File: src/rtl/tl_pkg.sv
// Shared TileLink-UH constants, tracker entry layout and beat-count helper.
package tl_pkg;
  localparam logic [2:0] OP_PUT_FULL        = 3'd0;
  localparam logic [2:0] OP_PUT_PARTIAL     = 3'd1;
  localparam logic [2:0] OP_GET             = 3'd4;
  localparam logic [2:0] OP_ACCESS_ACK      = 3'd0;
  localparam logic [2:0] OP_ACCESS_ACK_DATA = 3'd1;

  localparam int TL_SIZE_BITS = 4;

  typedef struct packed {
    logic                    valid;
    logic [2:0]              expect_opcode;
    logic [TL_SIZE_BITS-1:0] size;
  } tl_entry_t;

  typedef enum logic {A_IDLE, A_BURST} a_state_e;
  typedef enum logic {D_IDLE, D_BURST} d_state_e;

  function automatic int unsigned beats(input int unsigned size, input int unsigned beat_lg);
    return (size <= beat_lg) ? 32'd1 : (32'd1 << (size - beat_lg));
  endfunction
endpackage

File: src/rtl/tl_beat_counter.sv
// Remaining-beat counter for one channel burst: load, decrement, flag final beat.
module tl_beat_counter #(
  parameter int W = 5
) (
  input  logic         clk,
  input  logic         rst_n,
  input  logic         load,
  input  logic [W-1:0] load_val,
  input  logic         dec,
  output logic         last
);
  logic [W-1:0] cnt;

  always_ff @(posedge clk or negedge rst_n) begin
    if (!rst_n)                  cnt <= '0;
    else if (load)               cnt <= load_val;
    else if (dec && cnt != '0)   cnt <= cnt - 1'b1;
  end

  assign last = (cnt == W'(1));
endmodule

File: src/rtl/tl_source_tracker.sv
// Passive per-source in-flight tracker for a TileLink-UH A/D link with
// burst beat counting and registered single-cycle protocol error pulses.
module tl_source_tracker
  import tl_pkg::*;
#(
  parameter int SOURCE_BITS = 2,
  parameter int SIZE_BITS   = 4,
  parameter int MAX_SIZE    = 6,
  parameter int BEAT_LG     = 2
) (
  input  logic                   clock,
  input  logic                   reset_n,
  input  logic                   a_valid,
  input  logic                   a_ready,
  input  logic [2:0]             a_opcode,
  input  logic [SIZE_BITS-1:0]   a_size,
  input  logic [SOURCE_BITS-1:0] a_source,
  input  logic                   d_valid,
  input  logic                   d_ready,
  input  logic [2:0]             d_opcode,
  input  logic [SIZE_BITS-1:0]   d_size,
  input  logic [SOURCE_BITS-1:0] d_source,
  output logic                   err_dup_source,
  output logic                   err_a_illegal,
  output logic                   err_a_burst,
  output logic                   err_d_unexpected,
  output logic                   err_d_mismatch,
  output logic [SOURCE_BITS:0]   inflight_count,
  output logic                   idle
);
  localparam int DEPTH = 1 << SOURCE_BITS;
  localparam int CW    = MAX_SIZE - BEAT_LG + 1;

  tl_entry_t tbl     [DEPTH];
  tl_entry_t tbl_nxt [DEPTH];
  a_state_e  a_state;
  d_state_e  d_state;

  logic [2:0]             a_op_q;
  logic [SIZE_BITS-1:0]   a_size_q;
  logic [SOURCE_BITS-1:0] a_src_q, d_src_q;
  logic                   d_exp_q;

  logic a_fire, d_fire, a_first, d_first, a_legal, a_multi, d_multi, d_last;
  logic alloc, free, a_busy_nxt, d_busy_nxt;
  int unsigned a_beats, d_beats;
  tl_entry_t   d_ent;
  logic [SOURCE_BITS-1:0] free_src;
  logic [SOURCE_BITS:0]   cnt_nxt;
  logic [2:0]             a_expect;

  // Index 0 tracks the A channel, index 1 the D channel.
  logic [1:0]         cnt_load, cnt_dec, cnt_last;
  logic [1:0][CW-1:0] cnt_val;

  assign a_fire  = a_valid & a_ready;
  assign d_fire  = d_valid & d_ready;
  assign a_first = a_fire && (a_state == A_IDLE);
  assign d_first = d_fire && (d_state == D_IDLE);

  assign a_beats = beats(int'(a_size), BEAT_LG);
  assign d_beats = beats(int'(d_size), BEAT_LG);
  assign a_legal = (a_opcode inside {OP_PUT_FULL, OP_PUT_PARTIAL, OP_GET}) && (int'(a_size) <= MAX_SIZE);
  assign a_multi = a_legal && (a_opcode != OP_GET) && (a_beats > 1);
  assign d_multi = (d_opcode == OP_ACCESS_ACK_DATA) && (int'(d_size) <= MAX_SIZE) && (d_beats > 1);
  assign a_expect = (a_opcode == OP_GET) ? OP_ACCESS_ACK_DATA : OP_ACCESS_ACK;

  assign cnt_load = {d_first && d_multi, a_first && a_multi};
  assign cnt_dec  = {d_fire && (d_state == D_BURST), a_fire && (a_state == A_BURST)};
  assign cnt_val  = {CW'(d_beats - 1), CW'(a_beats - 1)};

  tl_beat_counter #(.W(CW)) u_cnt [1:0] (
    .clk      (clock),
    .rst_n    (reset_n),
    .load     (cnt_load),
    .load_val (cnt_val),
    .dec      (cnt_dec),
    .last     (cnt_last)
  );

  assign d_ent  = tbl[d_source];
  assign d_last = d_fire && ((d_state == D_IDLE) ? !d_multi : cnt_last[1]);
  // An unexpected response still counts its beats but must never free an entry.
  assign free_src = (d_state == D_IDLE) ? d_source : d_src_q;
  assign free     = d_last && ((d_state == D_IDLE) ? d_ent.valid : d_exp_q);
  assign alloc    = a_first && a_legal;

  assign a_busy_nxt = (a_state == A_IDLE) ? cnt_load[0] : !(cnt_dec[0] && cnt_last[0]);
  assign d_busy_nxt = (d_state == D_IDLE) ? cnt_load[1] : !(cnt_dec[1] && cnt_last[1]);

  // Free lands before allocation so a same-cycle reuse of a retiring source is clean.
  always_comb begin
    tbl_nxt = tbl;
    if (free)  tbl_nxt[free_src] = '0;
    if (alloc) tbl_nxt[a_source] = '{valid: 1'b1, expect_opcode: a_expect,
                                     size: TL_SIZE_BITS'(a_size)};
    cnt_nxt = '0;
    for (int i = 0; i < DEPTH; i++) cnt_nxt += (SOURCE_BITS+1)'(tbl_nxt[i].valid);
  end

  always_ff @(posedge clock or negedge reset_n) begin
    if (!reset_n) begin
      for (int i = 0; i < DEPTH; i++) tbl[i] <= '0;
      a_state          <= A_IDLE;
      d_state          <= D_IDLE;
      a_op_q           <= '0;
      a_size_q         <= '0;
      a_src_q          <= '0;
      d_src_q          <= '0;
      d_exp_q          <= 1'b0;
      err_dup_source   <= 1'b0;
      err_a_illegal    <= 1'b0;
      err_a_burst      <= 1'b0;
      err_d_unexpected <= 1'b0;
      err_d_mismatch   <= 1'b0;
      inflight_count   <= '0;
      idle             <= 1'b1;
    end else begin
      tbl <= tbl_nxt;
      case (a_state)
        A_IDLE:  if (cnt_load[0]) begin
                   a_state  <= A_BURST;
                   a_op_q   <= a_opcode;
                   a_size_q <= a_size;
                   a_src_q  <= a_source;
                 end
        A_BURST: if (cnt_dec[0] && cnt_last[0]) a_state <= A_IDLE;
        default: a_state <= A_IDLE;
      endcase
      case (d_state)
        D_IDLE:  if (cnt_load[1]) begin
                   d_state <= D_BURST;
                   d_src_q <= d_source;
                   d_exp_q <= d_ent.valid;
                 end
        D_BURST: if (cnt_dec[1] && cnt_last[1]) d_state <= D_IDLE;
        default: d_state <= D_IDLE;
      endcase
      err_dup_source   <= alloc && tbl[a_source].valid && !(free && free_src == a_source);
      err_a_illegal    <= a_first && !a_legal;
      err_a_burst      <= cnt_dec[0] && (a_opcode != a_op_q || a_size != a_size_q || a_source != a_src_q);
      err_d_unexpected <= d_first && !d_ent.valid;
      err_d_mismatch   <= d_first && d_ent.valid &&
                          (d_opcode != d_ent.expect_opcode || TL_SIZE_BITS'(d_size) != d_ent.size);
      inflight_count   <= cnt_nxt;
      idle             <= (cnt_nxt == '0) && !a_busy_nxt && !d_busy_nxt;
    end
  end
endmodule
File: config.mk
export PLATFORM = sky130hd
export DESIGN_NAME = tl_source_tracker
export DESIGN_NICKNAME = d
export VERILOG_FILES = /design/src/rtl/tl_pkg.sv /design/src/rtl/tl_beat_counter.sv /design/src/rtl/tl_source_tracker.sv
export SDC_FILE = /design/constraint.sdc
export NUM_CORES = 1
export LEC_CHECK = 0
export CAP_MARGIN = 5
export CORE_ASPECT_RATIO = 0.5
export CORE_UTILIZATION = 40
export DETAILED_ROUTE_END_ITERATION = 7
export GPL_TIMING_DRIVEN = 0
export SYNTH_ARGS = -nofsm -noshare
export SYNTH_HDL_FRONTEND = slang
export SYNTH_SLANG_ARGS = --single-unit
export TNS_END_PERCENT = 10
File: constraint.sdc
create_clock -name clock -period 5.6 [get_ports clock]
set_input_delay 1.12 -clock clock [delete_from_list [all_inputs] [get_ports clock]]
set_output_delay 1.12 -clock clock [all_outputs]
set_load 0.02 [all_outputs]
After elaboration in Yosys (flattened, before gate mapping)
Cells that the tools add are included.
{ "totals": {"latchBits": 0, "inputBits": 24, "output_inout_bits": 9, "elab_cells": 152, "n_memories": 0, "mem_bits_rw": 0, "romBits": 0, "register_bits": 65} }
{ "classes": {"bitwise": 9, "magnitude_cmp": 11, "reduce_logical": 50, "shift": 2, "div": 0, "eq_ne": 12, "n_mul": 0, "n_addsub": 9, "muxes": 31} }
{ "ops": {"columns": ["cell", "count"], "rows": [
  ["two-way mux 32 bit", 4],
  ["greater-than comparator 32 x 1 -> 1 bit, second input constant", 2],
  ["left shift 1 x 32 -> 32 bit, first input constant", 2],
  ["two-way mux 8 bit", 6],
  ["bitwise AND 32 bit", 1],
  ["binary-select mux 8 bit (select 2 bit)", 2],
  ["bitwise mux 32 bit", 1],
  ["demux 8 bit (select 2 bit)", 2],
  ["NOT 32 bit", 1],
  ["logical AND 1 bit", 30],
  ["two-way mux 5 bit", 4],
  ["subtractor 5 x 1 -> 5 bit, second input constant", 4],
  ["equality test 5 x 1 -> 1 bit, second input constant", 2],
  ["nonzero test 5 bit", 2],
  ["subtractor 4 x 2 -> 5 bit, second input constant", 2],
  [">= comparator 3 bit, second input constant", 3],
  ["two-way mux 1 bit", 9],
  ["NOT 2 -> 3 bit", 3],
  ["less-or-equal comparator 4 x 2 -> 1 bit, second input constant", 2],
  ["less-or-equal comparator 4 x 3 -> 1 bit, second input constant", 2],
  ["zero test 1 bit", 8],
  ["!= test 4 bit", 2],
  ["equality test 3 x 1 -> 1 bit, second input constant", 2],
  ["zero test 3 bit", 2],
  ["17 further kinds", 26]
]} }

Logic depth before layout (Yosys ltp)
{ "depth": {"word_depth": 18, "mapped_depth": 17, "mapped_depth_nobuf": 17} }

Modules after synthesis
A second synthesis with hierarchy kept.
{ "unflattened": {"cells_unflattened": 323, "hier_area_um2": 3721.1} }
{ "by_module_without_submodules": {"columns": ["mod", "area_per_inst_um2", "cells_each", "n_inst", "seq_area_each_um2"], "rows": [
  ["tl_source_tracker", 3052.9, 253, 1, 1377.6],
  ["tl_beat_counter", 334.1, 35, 2, 125.1]
]} }

Least setup slack after synthesis
Ideal clock, no wire load.
{ "synth_path": {"kind": "input-to-reg", "from": "in d_size[1]", "to": "reg idle", "n_path_buf": 0, "setup_slack_ns": 0.999, "required_ns": 5.518, "path_stages": 17, "arrival_time_ns": 4.519, "setup_ns": 0.082, "cell_sequence": "inv_1 -> ha_1 -> ha_1 -> nand3_1 -> o21ai_0 -> inv_1 -> ha_1 -> nor2_1 -> a41oi_1 -> o21ai_2 -> a21oi_2 -> o21ai_1 -> fa_1 -> ha_1 -> ha_1 -> or3_1 -> nor3_1"} }
{ "synth_lines": {"columns": ["element", "line_no", "rtl"], "rows": [
  ["from (decl)", "tl_source_tracker.sv:21", "input logic [SIZE_BITS-1:0] d_size,"],
  ["to (signal assigned)", "tl_source_tracker.sv:146", "idle <= (cnt_nxt == '0) && !a_busy_nxt && !d_busy_nxt;"],
  ["to (decl)", "tl_source_tracker.sv:29", "output logic idle"]
]} }

==> results_dict.tcl <==
set metrics [dict create \
    syn_avg_cell_area_sq_um 10.4 \
    layout-drive-gt1-share_pct 13.1 \
    drtAntennaViolNets 0 \
    synth.largest_area_cell "dfrtp_1" \
    timing.critical_path.slowest_cell_delay_ns 0.61 \
    power_leakage_uw 0.00192 \
    drt_first_pass_iters 5 \
    drt_wl_total_mm 8.44 \
    synthMuxAreaShare_pct 9.73 \
    cts_sinks 65 \
    min_path_type "flip-flop to flip-flop" \
    fin_total_pwr_uw 1730 \
    avgViaCountPerCell 5.38 \
    count_of_flip_flops_with_a_built_in_enable_after_synthesis 0 \
    number_of_cts_inserted_buffers 9 \
    antenna_found_initial 0 \
    dieArea_sq_um 9570 \
    vdd_drop_max_mv 0.142 \
    cp_delay_by_family_top "adder cells" \
    largest_family_of_logic_cells_by_synthesized_area "simple AND/OR/NAND/NOR gates" \
    synth_most_common_cell "dfrtp_1" \
    die_h_microns 69.7 \
    net_count_of_the_mapped_netlist 395 \
    worst_pin_slew_ns 0.930 \
    synth.top_cells.by_count "64 x dfrtp_1, 49 x nand2_1, 23 x nor2_1" \
    path_cells "clkdlybuf4s50_1 > inv_1 > ha_1 > ha_1 > nand3_1 > o21ai_1 > inv_1 > ha_1 > nor2_1 > a41oi_2 > o21ai_4 > a21oi_4 > o21ai_1 > fa_1 > ha_1 > ha_1 > or3_1 > nor3_1" \
    net_total_in_the_final_layout 433 \
    clockRootBuffer "clkbuf_16" \
    coreArea_sq_um 8800 \
    timing.setup.critical_path_class "input pin to flip-flop" \
    worst_setup_hold_path_clk_slew_ns 0.06 \
    multi_input_comb_area_sq_um 1930 \
    timing.final.setup_violations 0 \
    horizontal_extent_of_the_die_microns 137 \
    netlist.area_leader.share_pct 43.7 \
    critical_path_arrival_ns 5.52 \
    synth_seq_area_share_pct 44.4 \
    synth_xor_area_share_pct 6.22 \
    clock-skew-final_ns 0.00353 \
    critical_path_peak_fanout 8 \
    place.detailed.hpwl_mm 6.14 \
    end_kind "flip-flop" \
    postSynth.topFlopCell "dfrtp_1" \
    detailroute.via_count 2760 \
    fin_crit_ns 5.27 \
    max_clock_freq_mhz 190 \
    yosys_warnings 0 \
    placed_cells 496 \
    cell_count_final_fillers_out 513 \
    areaGrowthSynthToFinish_pct 20.3 \
    ys_async_sr_fraction_pct 100 \
    pin_count_of_the_biggest_net_entering_global_routing 66 \
    synth.ff_latch_count 65 \
    timing.final.hold_violations 0 \
    io_pins 33 \
    ctsHtreeMaxLevel 3 \
    n_antenna_cell 0 \
    initial_utilization_pct 41.6 \
    power.density_nw_per_um2 393 \
    area.sequential_sq_um 1630 \
    clock_tree.buffer_depth 2 \
    post_synth_and_or_nand_nor_area_fraction_pct 18.0 \
    compound_gate_fraction_of_synth_area_pct 11.3 \
    result_of_the_run "finished clean" \
    ys_types 56 \
    min_period_over_period_pct 94.1 \
    place_area_sq_um 4070 \
    slew_headroom_pct 37.5 \
    fin_util_pct 50.1 \
    syn_area_sq_um 3660 \
    rsz0062_at_grt "no" \
    drtIter0Drc 244 \
    required_ns 5.86 \
    cts_tree "yes" \
    cp_common_cell "ha_1" \
    critical_path.slowest_cell "clkdlybuf4s50_1" \
    fin_area_sq_um 4410 \
    timing.critical_path.from_type "input pin" \
    worst_skew_pair.late_latency_ns 0.33 \
    post-route-drc-count 0 \
    fillerInstances 781 \
    adder_cell_share_of_the_synthesized_area_pct 6.35 \
    grt_pass1_vias 2882 \
    wire_per_inst_microns 16.4 \
    ys_top_cells_by_area "dfrtp_1 44%, ha_1 5.8%, mux4_2 5.5%" \
    timing.final.max_slew_violations 0 \
    portBuffers 26 \
    maxCapViolCount 0 \
    globalRoute.totalOverflow 0 \
    post_synth_inst_count 353 \
    routabilityCongestion 0.894 \
    cts_hold_buffers 0 \
    rows 24 \
    cp.buffers_inverters 3 \
    grtUsageTotal_pct 19.6 \
    grt_first_pass_wirelength_mm 14.2 \
]
==> worst paths after layout <==
check / end / cells past startpoint / slack, ns / startpoint
max in group asynchronous: tbl[22]$_DFF_PN0_ / 1 / 4.17 / reset_n
max: idle$_DFF_PN1_ / 18 / 0.33 / d_size[1]
min: d_src_q[1]$_DFFE_PN0P_ / 2 / 0.49 / d_src_q[1]$_DFFE_PN0P_
min reg2reg: d_src_q[1]$_DFFE_PN0P_ / 2 / 0.49 / d_src_q[1]$_DFFE_PN0P_
min in group asynchronous: u_cnt[0].cnt[3]$_DFFE_PN0P_ / 1 / 0.89 / reset_n
max reg2reg: idle$_DFF_PN1_ / 10 / 2.22 / a_state$_DFF_PN0_
==> layout make-up <==
type	instances	area share, %
buffer	13	1.65
clock buffer	11	5.51
clock inverter	5	1.25
inverter	19	1.62
multi-input combinational	256	43.7
sequential	65	36.9
tap	117	3.32
timing repair buffer	27	6.02
==> cell families after synthesis <==
kind of cell    Yosys count
simple gates            133
flops                    65
compound gates           56
buf+inv                  32
xor+xnor                 26
mux                      23
fa+ha+maj                18
==> report_power, final <==
part / switching (uW) / internal [uW] / leakage, uW
clock: 203 / 355 / 0.000142
sequential: 78.5 / 590 / 0.000851
combinational: 269 / 236 / 0.000924
total: 551 / 1180 / 0.00192
==> stage by stage <==
| step | hold WS [ns] | worst slack [ns] | setup TNS (ns) |
|---|---|---|---|
| after global placement | 0.463 | -0.106 | -0.106 |
| final | 0.486 | 0.331 | 0 |
| after floorplan | 0.446 | 0.999 | 0 |
| after global routing | 0.513 | 0.0127 | 0 |
| after detailed placement | 0.473 | -0.277 | -0.277 |
| after CTS | 0.487 | 0.0745 | 0 |
==> placed cells by master (no fill, tap or decap), drive strengths merged, types with 9 or more instances in the layout <==
cell type      count
buf               11
o22ai             16
a21oi             11
o21ai             10
nand3             12
mux4               9
xor2              12
nor2              24
nor3              10
ha                17
nand2             50
clkbuf            15
inv               19
clkdlybuf4s50     25
dfrtp             64
xnor2             14
==> tightest hold or removal path, delay by kind of cell, from the launching register on <==
family	cells	cell delay, ns
flops	1	0.34
simple gates	2	0.11
==> per-layer routing <==
| layer | global-route usage, % | wire length, microns |
|---|---|---|
| met5 | 0 | 0 |
| met4 | 5.74 | 80 |
| met3 | 5.26 | 303 |
| met2 | 31.3 | 3990 |
| met1 | 26.0 | 4070 |
==> timing repair <==
item                       4_1_cts  5_1_grt
setup endpoints to repair        0        1
gates resized for setup          0        6
buffers inserted                 0        1
==> registers in the layout (all words and copies together) (netlist names), 2 cells and up <==
name	count
tbl	32
u_cnt.cnt	10
a_size_q	4
a_op_q	3
inflight_count	3
a_src_q	2
d_src_q	2
Note: power is estimated with default switching activity, not from simulation.
